### src/rtl/pulse_generator.sv
// pulse_generator: emits bursts of qualified negative-edge pulses (LOW_CYC low, HIGH_CYC high)
// followed by a LOW_CYC tail, with registered pulse_o/busy/done outputs.
`default_nettype none
`timescale 1ns/1ps

module pulse_generator #(
  parameter int LOW_CYC  = 6,
  parameter int HIGH_CYC = 6,
  parameter int CNT_W    = 8
) (
  input  logic             clk,
  input  logic             reset_n,
  input  logic             start,
  input  logic [CNT_W-1:0] num_pulses,
  input  logic             abort,
  output logic             pulse_o,
  output logic             busy,
  output logic             done
);

  localparam int MAX_CYC = (LOW_CYC > HIGH_CYC) ? LOW_CYC : HIGH_CYC;
  localparam int PH_W    = (MAX_CYC > 1) ? $clog2(MAX_CYC) : 1;
  localparam logic [PH_W-1:0] LOW_LAST  = PH_W'(LOW_CYC - 1);
  localparam logic [PH_W-1:0] HIGH_LAST = PH_W'(HIGH_CYC - 1);

  typedef enum logic [1:0] {
    S_IDLE = 2'd0,
    S_LOW  = 2'd1,
    S_HIGH = 2'd2,
    S_TAIL = 2'd3
  } state_t;

  state_t           state_q, state_d;
  logic [PH_W-1:0]  ph_q, ph_d;
  logic [CNT_W-1:0] rem_q, rem_d;
  logic             pulse_q, pulse_d;
  logic             busy_q, busy_d;
  logic             done_q, done_d;

  always_ff @(posedge clk or negedge reset_n) begin
    if (!reset_n) begin
      state_q <= S_IDLE;
      ph_q    <= '0;
      rem_q   <= '0;
      pulse_q <= 1'b0;
      busy_q  <= 1'b0;
      done_q  <= 1'b0;
    end else begin
      state_q <= state_d;
      ph_q    <= ph_d;
      rem_q   <= rem_d;
      pulse_q <= pulse_d;
      busy_q  <= busy_d;
      done_q  <= done_d;
    end
  end

  always_comb begin
    state_d = state_q;
    ph_d    = ph_q;
    rem_d   = rem_q;
    done_d  = 1'b0;

    case (state_q)
      S_IDLE: begin
        if (start && !abort) begin
          if (num_pulses != '0) begin
            rem_d   = num_pulses;
            ph_d    = '0;
            state_d = S_LOW;
          end else begin
            done_d = 1'b1;
          end
        end
      end
      S_LOW: begin
        if (ph_q == LOW_LAST) begin
          ph_d    = '0;
          state_d = S_HIGH;
        end else begin
          ph_d = ph_q + PH_W'(1);
        end
      end
      S_HIGH: begin
        if (ph_q == HIGH_LAST) begin
          ph_d    = '0;
          state_d = (rem_q > CNT_W'(1)) ? S_LOW : S_TAIL;
          if (rem_q != '0) begin
            rem_d = rem_q - CNT_W'(1);
          end
        end else begin
          ph_d = ph_q + PH_W'(1);
        end
      end
      S_TAIL: begin
        if (ph_q == LOW_LAST) begin
          ph_d    = '0;
          state_d = S_IDLE;
          done_d  = 1'b1;
        end else begin
          ph_d = ph_q + PH_W'(1);
        end
      end
      default: begin
        state_d = S_IDLE;
        ph_d    = '0;
      end
    endcase

    // Abort wins over any phase expiry and never produces a done strobe.
    if (abort && (state_q != S_IDLE)) begin
      state_d = S_IDLE;
      ph_d    = '0;
      rem_d   = '0;
      done_d  = 1'b0;
    end

    // Outputs are registered images of the next state.
    pulse_d = (state_d == S_HIGH);
    busy_d  = (state_d != S_IDLE);
  end

  assign pulse_o = pulse_q;
  assign busy    = busy_q;
  assign done    = done_q;

endmodule

`default_nettype wire

### config.mk
export PLATFORM = sky130hd
export DESIGN_NAME = pulse_generator
export DESIGN_NICKNAME = d
export VERILOG_FILES = /design/src/rtl/pulse_generator.sv
export SDC_FILE = /design/constraint.sdc
export NUM_CORES = 1
export LEC_CHECK = 0
export ABC_AREA = 1
export CORE_MARGIN = 3
export CORE_UTILIZATION = 54
export DETAILED_ROUTE_END_ITERATION = 12
export PLACE_DENSITY = 0.78
export SYNTH_ARGS = -nofsm -noshare
export SYNTH_HDL_FRONTEND = slang
export SYNTH_SLANG_ARGS = --single-unit
### constraint.sdc
create_clock -name clk -period 2 [get_ports clk]
set_clock_uncertainty 0.05 [all_clocks]
set_input_delay 0.3 -clock clk [delete_from_list [all_inputs] [get_ports clk]]
set_output_delay 0.3 -clock clk [all_outputs]
set_load 0.05 [all_outputs]
# Word level (Yosys, flattened, before mapping)

Cells that the tools add are included.

Multiplexer cells: 24
$lt $le $gt $ge: 1
$add $sub $neg: 2
Equality and inequality tests: 9
Reduce and logical (&&, ||, !) cells: 12

Operators by type and width:

| kind                | number |
|---|---|
| $mux 8              | 5 |
| $pmux 8 s2          | 1 |
| $reduce_bool 8->1   | 2 |
| $mux 2              | 7 |
| $mux 3              | 4 |
| $ne 3x3->1 const B  | 4 |
| $gt 8x1->1 const B  | 1 |
| $pmux 2 s4          | 1 |
| $sub 8x1->8 const B | 1 |
| $eq 2x2->1 const B  | 3 |
| $pmux 3 s2          | 1 |
| $reduce_and 5->1    | 1 |
| $mux 1              | 4 |
| $reduce_bool 2->1   | 2 |
| $add 3x1->3 const B | 1 |
| $eq 3x3->1 const B  | 1 |
| $reduce_bool 3->1   | 1 |
| $reduce_or 3->1     | 1 |
| $eq 2x1->1 const B  | 1 |
| $logic_and 1x1->1   | 2 |
| $logic_not 2->1     | 1 |
| $pmux 1 s2          | 1 |
| $reduce_and 2->1    | 1 |
| $logic_not 1->1     | 1 |

Output and inout port bits: 3
Bits in registers: 16
Input port bits: 12
Logic and storage cells: 54

# Longest topological paths before layout

Word-level depth: 6
Gate-level depth with buffers: 10

# Least setup slack after synthesis

No wires, ideal clock.

Path type: reg2reg
Start: register state_q[0]
End: register rem_q[2]
Stages on the path, launching flop included: 11
Path slack: 0.328 ns
Data required time: 1.827 ns
Period minus slack after synthesis: 1.672 ns
Arrival: 1.499 ns
Library setup time: 0.123 ns
Path through: dfrtp_1 > inv_1 > ha_1 > nor2_2 > inv_2 > nand2_2 > o21bai_4 > nand3_4 > buf_12 > nand2_2 > o21ai_2

Word-level cells in the longest chain between the ends: 4

RTL lines:

| item                                                      | line | RTL |
|---|---|---|
| start, declared                                           | 33   | `state_t state_q, state_d;` |
| start signal, assigned                                    | 49   | `state_q <= state_d;` |
| $reduce_bool 2->1                                         | 111  | `if (abort && (state_q != S_IDLE)) begin` |
| $logic_and 1x1->1                                         | 111  |  |
| $ne 3x3->1 (no line) or $reduce_bool 3->1 (tied branches) | --   |  |
| $reduce_and 5->1 (no line)                                | --   |  |
| end signal, assigned                                      | 51   | `rem_q <= rem_d;` |
| end, declared                                             | 35   | `logic [CNT_W-1:0] rem_q, rem_d;` |

Parallel ways exist; a longest one is shown, timed or not.
A chain may end at the register's enable or synchronous reset.

# Worst setup path in the final report

Start: register done_q, in the netlist done
End: output port done

RTL lines:

| item                   | line | RTL |
|---|---|---|
| start, declared        | 38   | `logic done_q, done_d;` |
| start signal, assigned | 54   | `done_q <= done_d;` |
| end, declared          | 18   | `output logic done` |

No word-level cell between the ends.

==> results.json <==
{
  "hp-class": "primary input to async pin",
  "cts_resized": 0,
  "max_slew.worst_pin.slew_ps": 498.6,
  "fp.dieH_um": 52.94,
  "slew_headroom": 0.6666,
  "crit_path_start_kind": "flop",
  "clock_latency_ps": 300,
  "syn_area_per_cell_um2": 7.531,
  "p_int_mw": 0.8672,
  "yosysUniqueCellTypes": 25,
  "criticalPathCategory": "flop to output pin",
  "antenna_found_initial": 0,
  "routed_wl_um": 2607,
  "syn_to_final_growth_pct": 17.56,
  "ctsHtreeMaxLevel": 1,
  "cellLeakagePower_nw": 0.6733,
  "rows": 16,
  "drive_gt1_frac": 0.1977,
  "place.detailed.hpwl_um": 1990,
  "min_period_ps": 1801,
  "grt_pass1_vias": 1030,
  "worst-r2r-setup-slack_ps": 200,
  "post-route-period-util": 0.9005,
  "synth_ff_type": "dfrtp_1",
  "critPathArrivalTime_ps": 1450,
  "worst_path_max_delay_cell": "clkdlybuf4s50_1",
  "cts_sinks": 16,
  "nets": 197,
  "root_buffer": "clkbuf_4",
  "ys_seq_elements": 16,
  "fill_cells": 166,
  "path_max_fanout": 1,
  "vdd_ir_drop_max_v": 0.0008213,
  "grt_max_degree": 17,
  "via_per_inst": 5.456,
  "drtIter0Drc": 32,
  "synth_edf_count": 0,
  "gp_congestion": 0.9446,
  "cts_tree": "built",
  "start_util": 0.5885,
  "drv_slew": 0,
  "cp_top_family": "buffers and inverters",
  "finalSetupTns_ps": 0,
  "syn_area_mm2": 0.001190,
  "async_flop_share": 1.000,
  "reg2reg_depth": 9,
  "power.density_mw_per_mm2": 1197,
  "yosysSeqAreaShare": 0.3365,
  "ios": 15,
  "status": "complete, no violations",
  "grt_use_total": 0.2078,
  "wl_per_cell_um": 12.78,
  "dieArea_mm2": 0.002803,
  "cts_buffers": 3,
  "antennaDiodeCount": 0,
  "fin_util": 0.6918,
  "p_clk_frac": 0.134,
  "p_sw_mw": 0.8066,
  "drt-pass1-iter-count": 4,
  "hold_buffers": 0,
  "cpPeakStageDelay_ps": 800,
  "path_clk_slew_ps": 110,
  "drc_errors": 0,
  "final_hold_viol_count": 0,
  "grt_overflow": 0,
  "ys_warn_count": 0,
  "timing.rr.start": "state_q[1]$_DFF_PN0_",
  "num_vias": 1113,
  "critical_path_required_ps": 1650,
  "r2r_end": "rem_q[1]$_DFFE_PN0P_",
  "synth_nets": 177,
  "finalSetupViolCount": 0,
  "worst-path-buf-inv": 1,
  "seqPwrFrac": 0.354,
  "io_buffers": 14,
  "drv_cap": 0,
  "crit_path_cell_trace": "clkdlybuf4s50_1",
  "pwr-share-comb": 0.512,
  "fmax_mhz": 555.2,
  "ant_nets": 0,
  "die_w_um": 52.94,
  "core_area_mm2": 0.002022,
  "rsz0062_at_grt": "false",
  "endpoint_kind": "output pin",
  "p_sw_frac": 0.4819,
  "cp-startpoint": "done$_DFF_PN0_",
  "grt_pass1_wl_um": 4243,
  "synthCells": 158,
  "clock_tree.buffer_depth": 2,
  "postCtsSetupBuffers": 0
}
-- per-layer routing --
layer | global-route usage | routed length (um) | vias to the layer above
met4 | 0.09787 | 57 | 0
met1 | 0.2531 | 1165 | 515
li1 | - | - | 553
met2 | 0.3471 | 1222 | 34
met5 | 0 | 0 | -
met3 | 0.04225 | 162 | 11
-- kinds of logic after synthesis --
family                     after synthesis  synth area share
AOI/OAI and AO/OA                       30            0.1746
xor gates and xnor gates                 1          0.007362
adders and majority gates                7           0.07360
DFF                                     16            0.3365
buffers and inverters                   21           0.07991
and+or+nand+nor                         83            0.3281
-- worst register-to-register path: stages, from the launching register on --
cell and delay [ps]:
dfrtp_1 420, inv_1 100, ha_1 270, nor2_2 170
inv_2 90, nand2_2 60, o21bai_4 130, nand3_4 220
nand2_1 150, o21ai_2 60
-- worst max-delay path by stage --
stage | cells past startpoint | slack [ps] | end
2_1_floorplan | 10 | 330 | rem_q[2]$_DFFE_PN0P_
3_3_place_gp | 8 | 160 | rem_q[0]$_DFFE_PN0P_
3_5_place_dp | 8 | 90 | rem_q[1]$_DFFE_PN0P_
4_1_cts | 1 | 190 | done
5_1_grt | 9 | 70 | rem_q[0]$_DFFE_PN0P_
6_report | 1 | 200 | done
-- power groups by stage --
stage	registers (mW)	clock network (mW)	logic (mW)
finish	0.592	0.225	0.857
global placement	0.591	0	0.815
detailed placement	0.594	0	0.849
CTS	0.589	0.233	0.853
global route	0.606	0.245	0.963
floorplan	0.596	0	0.670
-- layout by cell type, fill, tap and decap left out, drive strengths merged, types with 7 or more instances in the layout --
cell           count
a21oi              8
clkdlybuf4s50     14
dfrtp             16
ha                 7
inv               19
nand2             51
nand3             11
nor2              18
o21ai             13
-- stage by stage --
step,hold slack [ps],cells,setup slack (ps),power (mW),area (um^2)
after floorplan,-45.59,158,327.8,1.266,1190
after global placement,448.1,200,158.6,1.406,1363
after detailed placement,457.9,200,94.12,1.443,1363
after CTS,251.3,204,185.0,1.674,1399
after global routing,252.4,204,67.04,1.814,1399
final,246.1,204,198.9,1.674,1399
-- final cells by class --
class | instances | area, um^2 | share of cell area
flip-flops and latches | 16 | 400.4 | 0.2862
well taps | 27 | 33.78 | 0.02415
clock buffers | 4 | 36.28 | 0.02594
inverters | 19 | 71.32 | 0.05098
repair buffers | 17 | 162.7 | 0.1163
multi-input cells | 121 | 694.4 | 0.4964
-- Yosys cell counts (3+ instances only) --
| cell | instances | area (um^2) |
|---|---|---|
| nand2_1 | 40 | 150.1 |
| dfrtp_1 | 16 | 400.4 |
| inv_1 | 15 | 56.30 |
| nor2_1 | 15 | 56.30 |
| nand2_2 | 11 | 68.82 |
| nand3_1 | 9 | 45.04 |
| a21oi_1 | 8 | 40.04 |
| ha_1 | 7 | 87.58 |
| o21ai_2 | 7 | 61.31 |
| inv_2 | 4 | 15.01 |
| o211ai_1 | 4 | 30.03 |
| o21ai_0 | 4 | 20.02 |
| nand4_1 | 3 | 18.77 |
-- state kept, by name (all words and copies together) (netlist names) --
| register | flops |
|---|---|
| busy | 1 |
| ph_q | 3 |
| pulse_o | 1 |
| done | 1 |
| rem_q | 8 |
| state_q | 2 |
Power figures use the tool's default switching activity.
